<file path="src/rtl/upg_loader.sv">
// Byte-stream upgrade loader: parses sync/target/count frames from a UART byte
// stream and emits one 32-bit memory write strobe per assembled word.
module upg_loader (
  input  logic        upg_clk_i,
  input  logic        upg_rst_n_i,
  input  logic        rx_valid_i,
  input  logic [7:0]  rx_data_i,
  output logic        upg_wen_o,
  output logic [14:0] upg_adr_o,
  output logic [31:0] upg_dat_o,
  output logic        upg_done_o,
  output logic        err_o
);

  typedef enum logic [2:0] {
    IDLE,
    TARGET,
    CNT_LO,
    CNT_HI,
    DATA,
    DONE
  } state_e;

  localparam logic [7:0] SYNC_BYTE = 8'h55;

  state_e      state_q,    state_d;
  logic        target_q,   target_d;
  logic [7:0]  cnt_lo_q,   cnt_lo_d;
  logic [13:0] count_q,    count_d;
  logic [13:0] word_idx_q, word_idx_d;
  logic [1:0]  byte_idx_q, byte_idx_d;
  // Only bytes 0..2 are buffered; byte 3 goes straight into the write word.
  logic [23:0] word_q,     word_d;
  logic        wen_q,      wen_d;
  logic [14:0] adr_q,      adr_d;
  logic [31:0] dat_q,      dat_d;
  logic        err_q,      err_d;

  always_comb begin
    // NOTE: every signal gets a default before the case so no path can leave it unassigned (no latch).
    state_d    = state_q;
    target_d   = target_q;
    cnt_lo_d   = cnt_lo_q;
    count_d    = count_q;
    word_idx_d = word_idx_q;
    byte_idx_d = byte_idx_q;
    word_d     = word_q;
    wen_d      = 1'b0;
    adr_d      = adr_q;
    dat_d      = dat_q;
    err_d      = err_q;

    if (rx_valid_i) begin
      unique case (state_q)
        IDLE: begin
          if (rx_data_i == SYNC_BYTE) state_d = TARGET;
        end
        TARGET: begin
          if (rx_data_i == 8'h00 || rx_data_i == 8'h01) begin
            target_d = rx_data_i[0];
            state_d  = CNT_LO;
          end else if (rx_data_i == 8'hFF) begin
            state_d = DONE;
          end else begin
            err_d   = 1'b1;
            state_d = IDLE;
          end
        end
        CNT_LO: begin
          cnt_lo_d = rx_data_i;
          state_d  = CNT_HI;
        end
        CNT_HI: begin
          if (rx_data_i[7:6] != 2'b00) begin
            err_d   = 1'b1;
            state_d = IDLE;
          end else if ({rx_data_i, cnt_lo_q} == 16'h0000) begin
            state_d = IDLE;
          end else begin
            count_d    = {rx_data_i[5:0], cnt_lo_q};
            word_idx_d = '0;
            byte_idx_d = '0;
            state_d    = DATA;
          end
        end
        DATA: begin
          byte_idx_d = byte_idx_q + 2'd1;
          unique case (byte_idx_q)
            2'd0: word_d[7:0]   = rx_data_i;
            2'd1: word_d[15:8]  = rx_data_i;
            2'd2: word_d[23:16] = rx_data_i;
            2'd3: begin
              wen_d      = 1'b1;
              dat_d      = {rx_data_i, word_q};
              adr_d      = {target_q, word_idx_q};
              word_idx_d = word_idx_q + 14'd1;
              // Leave DATA on the last byte so a following sync byte is taken next cycle.
              if (word_idx_q == count_q - 14'd1) state_d = IDLE;
            end
            default: ;
          endcase
        end
        DONE: ;
        default: state_d = IDLE;
      endcase
    end
  end

  // NOTE: state registers use non-blocking assignments so all flops update from the same pre-edge values.
  always_ff @(posedge upg_clk_i or negedge upg_rst_n_i) begin
    if (!upg_rst_n_i) begin
      state_q    <= IDLE;
      target_q   <= 1'b0;
      cnt_lo_q   <= '0;
      count_q    <= '0;
      word_idx_q <= '0;
      byte_idx_q <= '0;
      word_q     <= '0;
      wen_q      <= 1'b0;
      adr_q      <= '0;
      dat_q      <= '0;
      err_q      <= 1'b0;
    end else begin
      state_q    <= state_d;
      target_q   <= target_d;
      cnt_lo_q   <= cnt_lo_d;
      count_q    <= count_d;
      word_idx_q <= word_idx_d;
      byte_idx_q <= byte_idx_d;
      word_q     <= word_d;
      wen_q      <= wen_d;
      adr_q      <= adr_d;
      dat_q      <= dat_d;
      err_q      <= err_d;
    end
  end

  assign upg_wen_o  = wen_q;
  assign upg_adr_o  = adr_q;
  assign upg_dat_o  = dat_q;
  assign upg_done_o = (state_q == DONE);
  assign err_o      = err_q;

endmodule

</file>
<file path="config.mk">
export PLATFORM = sky130hd
export DESIGN_NAME = upg_loader
export DESIGN_NICKNAME = d
export VERILOG_FILES = /design/src/rtl/upg_loader.sv
export SDC_FILE = /design/constraint.sdc
export NUM_CORES = 1
export LEC_CHECK = 0
export CELL_PAD_IN_SITES_DETAIL_PLACEMENT = 2
export CELL_PAD_IN_SITES_GLOBAL_PLACEMENT = 2
export CORE_MARGIN = 8
export CORE_UTILIZATION = 38
export CTS_CLUSTER_SIZE = 40
export DETAILED_ROUTE_END_ITERATION = 10
export GPL_ROUTABILITY_DRIVEN = 0
export PLACE_DENSITY_LB_ADDON = 0.12
export SETUP_SLACK_MARGIN = 0.2
export SLEW_MARGIN = 30
export SYNTH_ARGS = -nofsm -noshare
export SYNTH_HDL_FRONTEND = slang
export SYNTH_SLANG_ARGS = --single-unit
</file>
<file path="constraint.sdc">
create_clock -name upg_clk_i -period 3.2 [get_ports upg_clk_i]
set_input_delay 0.32 -clock upg_clk_i [delete_from_list [all_inputs] [get_ports upg_clk_i]]
set_output_delay 0.32 -clock upg_clk_i [all_outputs]
set_load 0.01 [all_outputs]
</file>
==> results by group <==
Logic synthesis
  • Top FF cell, synth: dfrtp_1
  • Area fraction in compound gates after synthesis: 6.411%
  • Post-Syn Instances: 444
  • Simple-gate area share of the yosys netlist: 12.75%
  • Largest family of logic cells by synthesized area: multiplexers
  • Library cells used by synthesis: 53
  • Avg Inst Size Synth: 11.82 sq um
  • Ys async rst share: 100.0%
  • Synth Net Count: 461
  • Seq/Total Area, Yosys: 54.81%
  • Ys Warns: 0
  • Post-synth EDFFs: 0
  • Post-synthesis mux area share: 17.33%
  • Adder and majority gate portion of the synthesized area: 1.430%
  • Synthesized cell area: 5250 sq um
  • Post-Synth XOR/XNOR Area: 4.504%
  • Seq cells post-synth: 115

Timing
  • Final Hold Viols: 0
  • Final setup vio count: 0
  • Slew @ Worst Pin: 0.7424 ns
  • Unrepaired setup endpoints after global routing: false
  • Setup_tns: 0 ns
  • Tcrit/Tclk final: 81.41%
  • Relative slew margins: 50.51%
  • Minimum clock period: 2.605 ns
  • Worst Clk Skew: 0.009918 ns
  • Max Freq: 383.8 MHz
  • Hold slack: 0.4920 ns
  • Slew Viols, Final: 0
  • Final WS setup: 0.5948 ns

Power and ir drop
  • Combinational group share of total power: 20.0%
  • Clock Power Share: 37.4%
  • Net Sw Power: 0.001401 W
  • Pint: 0.003327 W
  • Switching Share: 29.62%
  • Flop pwr share: 42.6%
  • Leak Pwr: 3.096 nW
  • VDD IR-drop max: 0.4086 mV
  • Pwr Density: 711.6 nW/um^2
  • Power, Total: 0.004728 W

Layout
  • Layout area overhead: 26.55%
  • Multi-input gate area: 2227 sq um
  • Fin util: 48.62%
  • Share of layout cells above drive strength 1: 24.01%
  • FF/Latch Area: 2878 sq um
  • Fillers: 1,377
  • Ant. Diodes: 0
  • Final net count: 534

Placement
  • PortBufs: 60
  • HPWL Detailed: 10,320 microns
  • Dpl ws: 0.2170 ns

Floorplanning
  • Top-Level Pins: 61
  • Initial Util: 38.42%
  • Die W: 133.5 microns
  • Core area: 13,670 sq um
  • Die area: 17,830 sq um
  • Vert. Die Dim: 133.5 microns
  • Row Count: 43

Global routing
  • Total track usage: 17.81%
  • Number of global-route vias before repair: 4,437
  • Initial antenna violation count: 0
  • Total grt overflow: 0
  • First-pass GRT wire length: 24,640 microns
  • Largest net degree at the start of global routing: 63

Critical path
  • Worst endpoint required time: 3.47 ns
  • Crit path max-delay cell type: or4b_2
  • Crit-path max FO: 8
  • CP Launch Type: register
  • CP Cell Sequence: inv_1, ha_1, or4b_2, nor4_1, o32ai_1, nor4_1, o211ai_1
  • R2r setup slk: 0.59 ns
  • Endpoint type of the worst setup path: register
  • CP peak stage delay: 0.64 ns
  • CP most frequent cell: nor4_1
  • Worst reg-to-reg path cell count: 7
  • Crit path kind: reg2reg
  • Crit path DAT: 2.87 ns

Route
  • Wire per inst: 21.20 microns
  • Routed vias/inst: 5.339
  • Detail Route Antenna Nets: 0
  • Residual DRC: 0
  • Drt first pass iters: 5
  • Via count: 3,785
  • Iteration-0 DRC count of the detailed router: 126
  • Final WL: 15,030 microns

Hold path
  • Min-Delay Path Depth: 2
  • Worst hold path type: reg2reg

CTS
  • CTS Sinks: 115
  • Reg clk slew, reported paths: 0.05 ns
  • Maximum root-to-sink buffer count: 2
  • Worst-Skew Late Latency: 0.41 ns
  • Number of buffers created by CTS: 17
  • CTS Root Buffer Type: clkbuf_16
  • CTS tree: yes
  • # H-tree levels: 4

Flow run
  • Number of max-cap violations: 0

Outcome
  • Status: finished, final reports clean
## metal layers
| layer | track usage, % | part of all wire (%) | vias to the layer above |
|---|---|---|---|
| met1 | 20.26 | 42 | 1987 |
| li1 | - | - | 1713 |
| met2 | 31.53 | 53 | 60 |
| met4 | 6.425 | 1.6 | 0 |
| met5 | 0 | 0 | - |
| met3 | 4.556 | 3.0 | 25 |
## logic make-up (layout without fill, tap and decap cells)
group	after synthesis	in the layout
muxes	81	81
xor gates and xnor gates	27	27
DFF	115	115
and+or+nand+nor	136	136
AOI/OAI and AO/OA	48	48
adders and majority gates	6	6
buffers and inverters	31	116
## Yosys cell counts (all sizes together) (7+ instances only)
master | n | share of area, %
inv | 10 | 0.71
nor2 | 21 | 1.5
dfrtp | 115 | 55
xor2 | 10 | 1.7
nor2b | 8 | 0.95
nor3 | 7 | 0.76
nand2 | 59 | 4.2
o21ai | 12 | 1.2
buf | 12 | 1.4
a21oi | 8 | 0.83
xnor2 | 17 | 2.8
nand4 | 7 | 0.83
clkbuf | 9 | 0.64
mux2 | 79 | 17
## per-stage QoR
stage	instances	area (sq um)
2_1_floorplan	444	5250
3_3_place_gp	677	6083
3_5_place_dp	677	6083
4_1_cts	709	6644
5_1_grt	709	6644
6_report	709	6644
## power groups by stage
| stage | Combinational [W] | Clock, W | Sequential [W] |
|---|---|---|---|
| final | 0.000944 | 0.00177 | 0.00201 |
| after global routing | 0.00106 | 0.00187 | 0.00205 |
| after CTS | 0.000962 | 0.00181 | 0.00202 |
| after detailed placement | 0.000943 | 0 | 0.00203 |
| after global placement | 0.000888 | 0 | 0.00201 |
| after floorplan | 0.000688 | 0 | 0.00191 |
## layout make-up
type | instances | area share [%]
Clock buffer | 27 | 7.571
Clock inverter | 4 | 0.7156
Multi-Input combinational cell | 298 | 33.52
Inverter | 10 | 0.5650
Sequential cell | 115 | 43.31
Timing Repair Buffer | 75 | 10.92
Tap cell | 180 | 3.390
## cell usage in the layout, fill, tap and decap left out, types with 6 or more instances in the layout
cell,count
o21ai_0,11
buf_4,14
nand4_1,7
clkbuf_16,17
nand2_1,59
a21oi_1,7
clkbuf_1,6
dfrtp_1,115
mux2_2,79
clkdlybuf4s50_1,59
nor2_1,21
nor4_1,6
xnor2_1,17
nand3_1,6
inv_1,9
ha_1,6
nor2b_1,8
nor3_1,6
xor2_1,10
## repair_timing
action / 4_1_cts / 5_1_grt
endpoints found under the hold margin: 1 / 0
hold buffers: 1 / 0
setup endpoints to repair: 0 / 0
setup buffers: 0 / 0
gates resized for setup: 0 / 0
## critical path, delay by kind of cell (launching register included)
family | cells | cell delay, ns
AND/OR/NAND/NOR | 3 | 1.35
flip-flops | 1 | 0.40
adder cells (fa/ha/maj) | 1 | 0.34
AO/OA/AOI/OAI | 2 | 0.29
buffers and inverters | 1 | 0.08
## sequential cells by signal (all words and copies together), names as in the netlist
register / cells
word_idx_q: 14
state_q: 3
upg_adr_o: 15
count_q: 14
byte_idx_q: 2
cnt_lo_q: 8
word_q: 24
err_o: 1
upg_dat_o: 32
upg_wen_o: 1
target_q: 1
## path summary, 6_finish.rpt
| kind | from | to |
|---|---|---|
| max | count_q[0]$_DFFE_PN0P_ | state_q[2]$_DFFE_PN0P_ |
| min | upg_adr_o[10]$_DFFE_PN0P_ | upg_adr_o[10]$_DFFE_PN0P_ |
| max reg2reg | count_q[0]$_DFFE_PN0P_ | state_q[2]$_DFFE_PN0P_ |
| min reg2reg | upg_adr_o[10]$_DFFE_PN0P_ | upg_adr_o[10]$_DFFE_PN0P_ |
| max in group asynchronous | upg_rst_n_i | upg_dat_o[7]$_DFFE_PN0P_ |
| min in group asynchronous | upg_rst_n_i | upg_adr_o[5]$_DFFE_PN0P_ |
No activity file was read; power rests on OpenSTA's default activity.
